===== src/rtl/bcd_entry_to_bin.sv =====
// Two-digit keypad entry assembler: collects tens/ones digits, echoes them for the
// display, and converts to an 8-bit binary value (0-99) on enter.
module bcd_entry_to_bin #(
  parameter int TIMEOUT_CYCLES = 1000
) (
  input  logic       clk,
  input  logic       rst,
  input  logic       digit_valid,
  input  logic [3:0] digit_in,
  input  logic       enter,
  input  logic       clear,
  output logic [7:0] value_out,
  output logic       value_valid,
  output logic [3:0] tens_place,
  output logic [3:0] ones_place,
  output logic       entry_error,
  output logic       timeout,
  output logic       busy,
  output logic [1:0] state_dbg
);

  // Counter only needs to reach TIMEOUT_CYCLES-2; expiry fires on the edge it would hit -1.
  localparam int CW = (TIMEOUT_CYCLES > 2) ? $clog2(TIMEOUT_CYCLES) : 1;
  localparam logic [CW-1:0] CNT_LAST = CW'(TIMEOUT_CYCLES - 2);

  typedef enum logic [1:0] {
    S_IDLE = 2'd0,
    S_ONE  = 2'd1,
    S_TWO  = 2'd2
  } state_e;

  state_e          state_q, state_d;
  logic [3:0]      tens_q, tens_d;
  logic [3:0]      ones_q, ones_d;
  logic [7:0]      value_q, value_d;
  logic            value_valid_q, value_valid_d;
  logic            entry_error_q, entry_error_d;
  logic            timeout_q, timeout_d;
  logic            busy_q, busy_d;
  logic [CW-1:0]   cnt_q, cnt_d;

  logic            digit_legal;
  logic [7:0]      entry_bin;

  assign digit_legal = (digit_in <= 4'd9);
  // tens*10 built from shifts so no multiplier is inferred.
  assign entry_bin = ({4'b0, tens_q} << 3) + ({4'b0, tens_q} << 1) + {4'b0, ones_q};

  always_comb begin
    state_d       = state_q;
    tens_d        = tens_q;
    ones_d        = ones_q;
    value_d       = value_q;
    value_valid_d = 1'b0;
    entry_error_d = 1'b0;
    timeout_d     = 1'b0;
    cnt_d         = cnt_q;

    if (clear) begin
      state_d = S_IDLE;
      cnt_d   = '0;
    end else if (enter) begin
      cnt_d = '0;
      case (state_q)
        S_ONE: begin
          value_d       = {4'b0, ones_q};
          value_valid_d = 1'b1;
          state_d       = S_IDLE;
        end
        S_TWO: begin
          value_d       = entry_bin;
          value_valid_d = 1'b1;
          state_d       = S_IDLE;
        end
        default: entry_error_d = 1'b1;
      endcase
    end else if (digit_valid) begin
      cnt_d = '0;
      if (!digit_legal) begin
        entry_error_d = 1'b1;
      end else begin
        case (state_q)
          S_IDLE: begin
            tens_d  = 4'd0;
            ones_d  = digit_in;
            state_d = S_ONE;
          end
          S_ONE: begin
            tens_d  = ones_q;
            ones_d  = digit_in;
            state_d = S_TWO;
          end
          default: entry_error_d = 1'b1;
        endcase
      end
    end else if (state_q != S_IDLE) begin
      if (cnt_q == CNT_LAST) begin
        timeout_d = 1'b1;
        state_d   = S_IDLE;
      end else begin
        cnt_d = cnt_q + CW'(1);
      end
    end

    if (state_d == S_IDLE) begin
      tens_d = 4'd0;
      ones_d = 4'd0;
      cnt_d  = '0;
    end
    busy_d = (state_d != S_IDLE);
  end

  always_ff @(posedge clk or posedge rst) begin
    if (rst) begin
      state_q       <= S_IDLE;
      tens_q        <= 4'd0;
      ones_q        <= 4'd0;
      value_q       <= 8'd0;
      value_valid_q <= 1'b0;
      entry_error_q <= 1'b0;
      timeout_q     <= 1'b0;
      busy_q        <= 1'b0;
      cnt_q         <= '0;
    end else begin
      state_q       <= state_d;
      tens_q        <= tens_d;
      ones_q        <= ones_d;
      value_q       <= value_d;
      value_valid_q <= value_valid_d;
      entry_error_q <= entry_error_d;
      timeout_q     <= timeout_d;
      busy_q        <= busy_d;
      cnt_q         <= cnt_d;
    end
  end

  assign value_out   = value_q;
  assign value_valid = value_valid_q;
  assign tens_place  = tens_q;
  assign ones_place  = ones_q;
  assign entry_error = entry_error_q;
  assign timeout     = timeout_q;
  assign busy        = busy_q;
  assign state_dbg   = state_q;

endmodule


===== config.mk =====
export PLATFORM = sky130hd
export DESIGN_NAME = bcd_entry_to_bin
export DESIGN_NICKNAME = d
export VERILOG_FILES = /design/src/rtl/bcd_entry_to_bin.sv
export SDC_FILE = /design/constraint.sdc
export NUM_CORES = 1
export LEC_CHECK = 0
export ABC_CLOCK_PERIOD_IN_PS = 2800
export BUFFER_PORTS_ARGS = -buffer_cell sky130_fd_sc_hd__buf_2
export CORE_MARGIN = 2
export CORE_UTILIZATION = 40
export DETAILED_ROUTE_END_ITERATION = 8
export GPL_TIMING_DRIVEN = 0
export SYNTH_ARGS = -nofsm -noshare
export SYNTH_HDL_FRONTEND = slang
export SYNTH_SLANG_ARGS = --single-unit
export TNS_END_PERCENT = 5

===== constraint.sdc =====
create_clock -name clk -period 2.8 [get_ports clk]
set_input_delay 0.56 -clock clk [delete_from_list [all_inputs] [get_ports clk]]
set_output_delay 0.56 -clock clk [all_outputs]
set_load 0.005 [all_outputs]

Word-level counts from Yosys, hierarchy flattened
Cells that the tools add are included.
W data, S select, Z words.
Operators by class
  add/subtract/negate cells: 3
  order comparisons: 1
  equal/unequal tests: 6
  multiplexer cells: 41
  bitwise gates (word level): 1
  reductions and logical operators: 16
Operator list (count)
  $mux W10: 6
  $mux W4: 11
  $pmux W8 S2: 1
  $mux W1: 14
  $mux W2: 7
  $reduce_bool A2 Y1: 6
  $add A10 B1 Y10 const B: 1
  $eq A10 B10 Y1 const B: 1
  $reduce_and A5 Y1: 2
  $add A7 B5 Y8: 1
  $add A8 B4 Y8: 1
  $pmux W4 S2: 1
  $ne A5 B4 Y1 const B: 1
  $reduce_bool A5 Y1: 1
  $le A4 B4 Y1 const B: 1
  $logic_not A2 Y1: 2
  $ne A2 B1 Y1 const B: 2
  $pmux W2 S2: 1
  $reduce_or A2 Y1: 2
  $reduce_and A3 Y1: 1
  $reduce_bool A3 Y1: 1
  $eq A2 B1 Y1 const B: 1
  $eq A2 B2 Y1 const B: 1
  $reduce_and A2 Y1: 1
  $not A1 Y1: 1
Word-level totals
  register bits after elaboration: 32
  input port bits: 9
  output and inout port bits: 22
  logic and storage cells: 77

Longest topological paths before layout
  depth in word-level cells: 9
  mapped depth: 7
  gate-level depth less buffers: 7

Worst setup path before layout
No wires, ideal clock.
  path kind: register -> register
  start: register tens_q[0] (netlist: tens_place[0])
  end: register value_q[6] (netlist: value_out[6])
  library setup time: 0.127 ns
  arrival: 1.960 ns
  required time: 2.673 ns
  setup slack: 0.713 ns
  cell stages (with the launch flop): 7
  path buffers: 0
  clock period less this slack: 2.087 ns
  cell sequence: dfrtp_1 fa_1 fa_1 a21o_1 a21oi_1 xor2_1 o31ai_1
On the way
  cells in the longest elaborated chain, start to end: 3
RTL lines
  start, declared: RTL line 33  | logic [3:0] tens_q, tens_d;
  start signal, assigned: RTL line 126  | tens_q <= tens_d;
  $add A7 B5 Y8: RTL line 47  | assign entry_bin = ({4'b0, tens_q} << 3) + ({4'b0, tens_q} << 1) + {4'b0, ones_q};
  $add A8 B4 Y8: RTL line 47
  $pmux W8 S2: RTL line 64  | case (state_q)
  end signal, assigned: RTL line 128  | value_q <= value_d;
  end, declared: RTL line 35  | logic [7:0] value_q, value_d;
Every way passes these cells.
A chain may end at the register's enable or synchronous reset.

Worst setup path after layout
Same ends and word-level chain as after synthesis.

==> reports/results.txt <==
Layout cell share with drive strength beyond 1 = 22.1%
Ant. Diodes = 0
Worst Tran Pin Value = 0.611 ns
Final HPWL DP = 2760 µm
Final min period = 2.26 ns
Worst EP arrival = 2.43 ns
Worst vdd ir = 258 µV
Worst-path maximum fanout = 4
Final Max Slew Viols = 0
Routability cong. = 0.821
Kind of critical path = reg2reg
CP Launch Type = register
Remaining DRCs = 0
Top FF cell, synth = dfrtp_1
Nets = 236
Final WL = 3750 µm
Power Density = 431 nW/µm²
Max Fclk = 442 MHz
Worst reg2reg path startpoint = tens_place[0]
Final Hold Vio Count = 0
Unrepaired setup endpoints after global routing = false
Worst R2R Path Depth = 6
Core area = 4380 µm²
Clock Sinks = 32
Clk_lat worst skew = 0.28 ns
Sequential share of the synthesized area = 43.7%
Reg2reg end = value_out[6]
Reg power frac = 51.1%
CTS root buf = clkbuf_8
Netlist cell types = 41
DR vias = 1390
Largest net degree at the start of global routing = 33
Clk pin slew, worst setup/hold paths = 0.07 ns
Placed instance count = 256
Pwr Total = 0.930 mW
Combinational share of power = 10.3%
WL/cell = 14.1 µm
Worst slew margin = 59.3%
Vias per std cell = 5.25
First-pass GRT wire length = 6460 µm
Reg2reg setup slack = 0.54 ns
Std-Cell Rows = 24
Final setup violation count = 0
Die W = 71.7 µm
1st-iter DRT viols = 65
Status = finished clean
Cell count after synthesis = 176
Setup TNS = 0 ns
Yosys warns = 0
Initial antenna violation count = 0
Final Skew = 0.00838 ns
Die Span Y = 71.7 µm
Commonest non-fill, non-tap cell in the layout = dfrtp_1
Total track usage = 15.9%
Switching pwr = 0.228 mW
Commonest cells after routing, fill and taps aside = dfrtp_1 (32), buf_2 (30), nor2_1 (15)
Hold Path Class = in2async
Die area = 5140 µm²
Post-CTS Setup Repair Bufs = 0
CTS resizes = 0
Clock buffer depth = 2
Cell-internal power = 0.701 mW
H-tree Lvls = 2
Vias in the first global route = 1368
Crit share post-route = 80.8%
Syn nets = 200
Initial core utilization = 41.8%
Mean Syn Cell Area = 10.4 µm²
Leakage = 1.14 nW
Crit path required time = 2.97 ns
Pre-antenna DRT Iters = 4
Port buffer count = 28
Synthesis-to-layout area growth = 17.7%
Max cap viols = 0
# fillers = 420
Post-synth EDFFs = 0
#FFs+latches synth = 32
Ports = 31
Post-DRT Antenna Nets = 0
Finished Layout Cells = 265
Remaining Overflow, GRT = 0
Critical Path Sink Type = register
FFs w/ async S/R, synth = 100%
Inserted Clock Buffers = 5
Clock share of power = 38.6%
Sw Ratio = 24.6%
Post-Syn Area = 1830 µm²
CTS tree = done
CTS Hold Buffers Added = 0
-- per-layer routing --
layer  global-route usage (%)  share of wire [%]
met5                        0                  0
met4                     3.77               0.45
met3                     4.36                4.4
met2                     24.4                 45
met1                     22.4                 51
-- critical path, stage by stage, from the launching register on --
cell and delay [ns]:
dfrtp_1 0.44, fa_1 0.56, fa_1 0.49, a21o_1 0.20, a21oi_1 0.17, xor2_1 0.08, o31ai_1 0.23
-- logic make-up (layout without fill, tap and decap cells) --
group                    Yosys count  count (layout)  synth area share, %
AO/OA/AOI/OAI                     33              33                 12.9
flip-flops                        32              32                 43.7
buffers and inverters             15              52                 3.82
multiplexers                      12              12                 6.62
adder cells (fa/ha/maj)           15              15                 11.1
AND/OR/NAND/NOR                   60              60                 17.7
XOR/XNOR                           9               9                 4.30
-- flip-flops by register name, summed over array words and instances, names as in the netlist --
name and flops:
timeout 1, state_dbg 2, ones_place 4, tens_place 4, value_valid 1, value_out 8, entry_error 1, busy 1
cnt_q 10
-- stage by stage --
stage | cell area, µm² | hold slack [ns] | worst slack (ns) | util (%)
after CTS | 2130 | 0.477 | 0.537 | 48.6
after floorplan | 1830 | 0.473 | 0.713 | -
after detailed placement | 2040 | 0.463 | 0.557 | 46.5
after global placement | 2040 | 0.459 | 0.608 | 46.5
final | 2160 | 0.239 | 0.537 | 49.3
after global routing | 2160 | 0.252 | 0.453 | 49.3
-- cell usage after synthesis, types with 2 or more instances --
master	count	area share, %
a21o_1	4	1.6
a21oi_1	9	2.5
a31oi_1	2	0.68
and2_1	5	1.7
and3_1	2	0.68
buf_2	2	0.55
clkbuf_1	2	0.41
dfrtp_1	32	44
fa_1	2	2.2
ha_1	13	8.9
inv_1	9	1.8
mux2i_1	11	6.0
nand2_1	11	2.3
nand3_1	4	1.1
nand4_1	4	1.4
nor2_1	15	3.1
nor2b_1	2	0.68
nor3_1	10	2.7
o21ai_0	6	1.6
o31ai_1	3	1.2
xnor2_1	5	2.4
xor2_1	4	1.9
-- power by group through the flow --
stage	sequential [mW]	clock [mW]	combinational [mW]
finish	0.475	0.359	0.0960
detailed placement	0.484	0	0.0928
floorplan	0.483	0	0.0635
global route	0.475	0.394	0.109
global placement	0.484	0	0.0923
CTS	0.475	0.371	0.0932
-- cell type report --
type	count	area, µm²	area share, %
flip-flops and latches	32	801	37.1
clock inverters	2	10.0	0.463
clock buffers	6	82.6	3.82
plain buffers	6	36.3	1.68
repair buffers	29	168	7.76
multi-input cells	129	963	44.6
well taps	52	65.1	3.01
inverters	9	33.8	1.56
-- worst max path at each step --
stage,to,cells past startpoint,slack [ns],from
6_report,value_out[6],6,0.54,tens_place[0]
4_1_cts,value_out[6],6,0.54,tens_place[0]
3_3_place_gp,value_out[6],6,0.61,tens_place[0]
5_1_grt,value_out[6],6,0.45,tens_place[0]
2_1_floorplan,value_out[6],6,0.71,tens_place[0]
3_5_place_dp,value_out[6],6,0.56,tens_place[0]
Note: power is estimated with default switching activity, not from simulation.
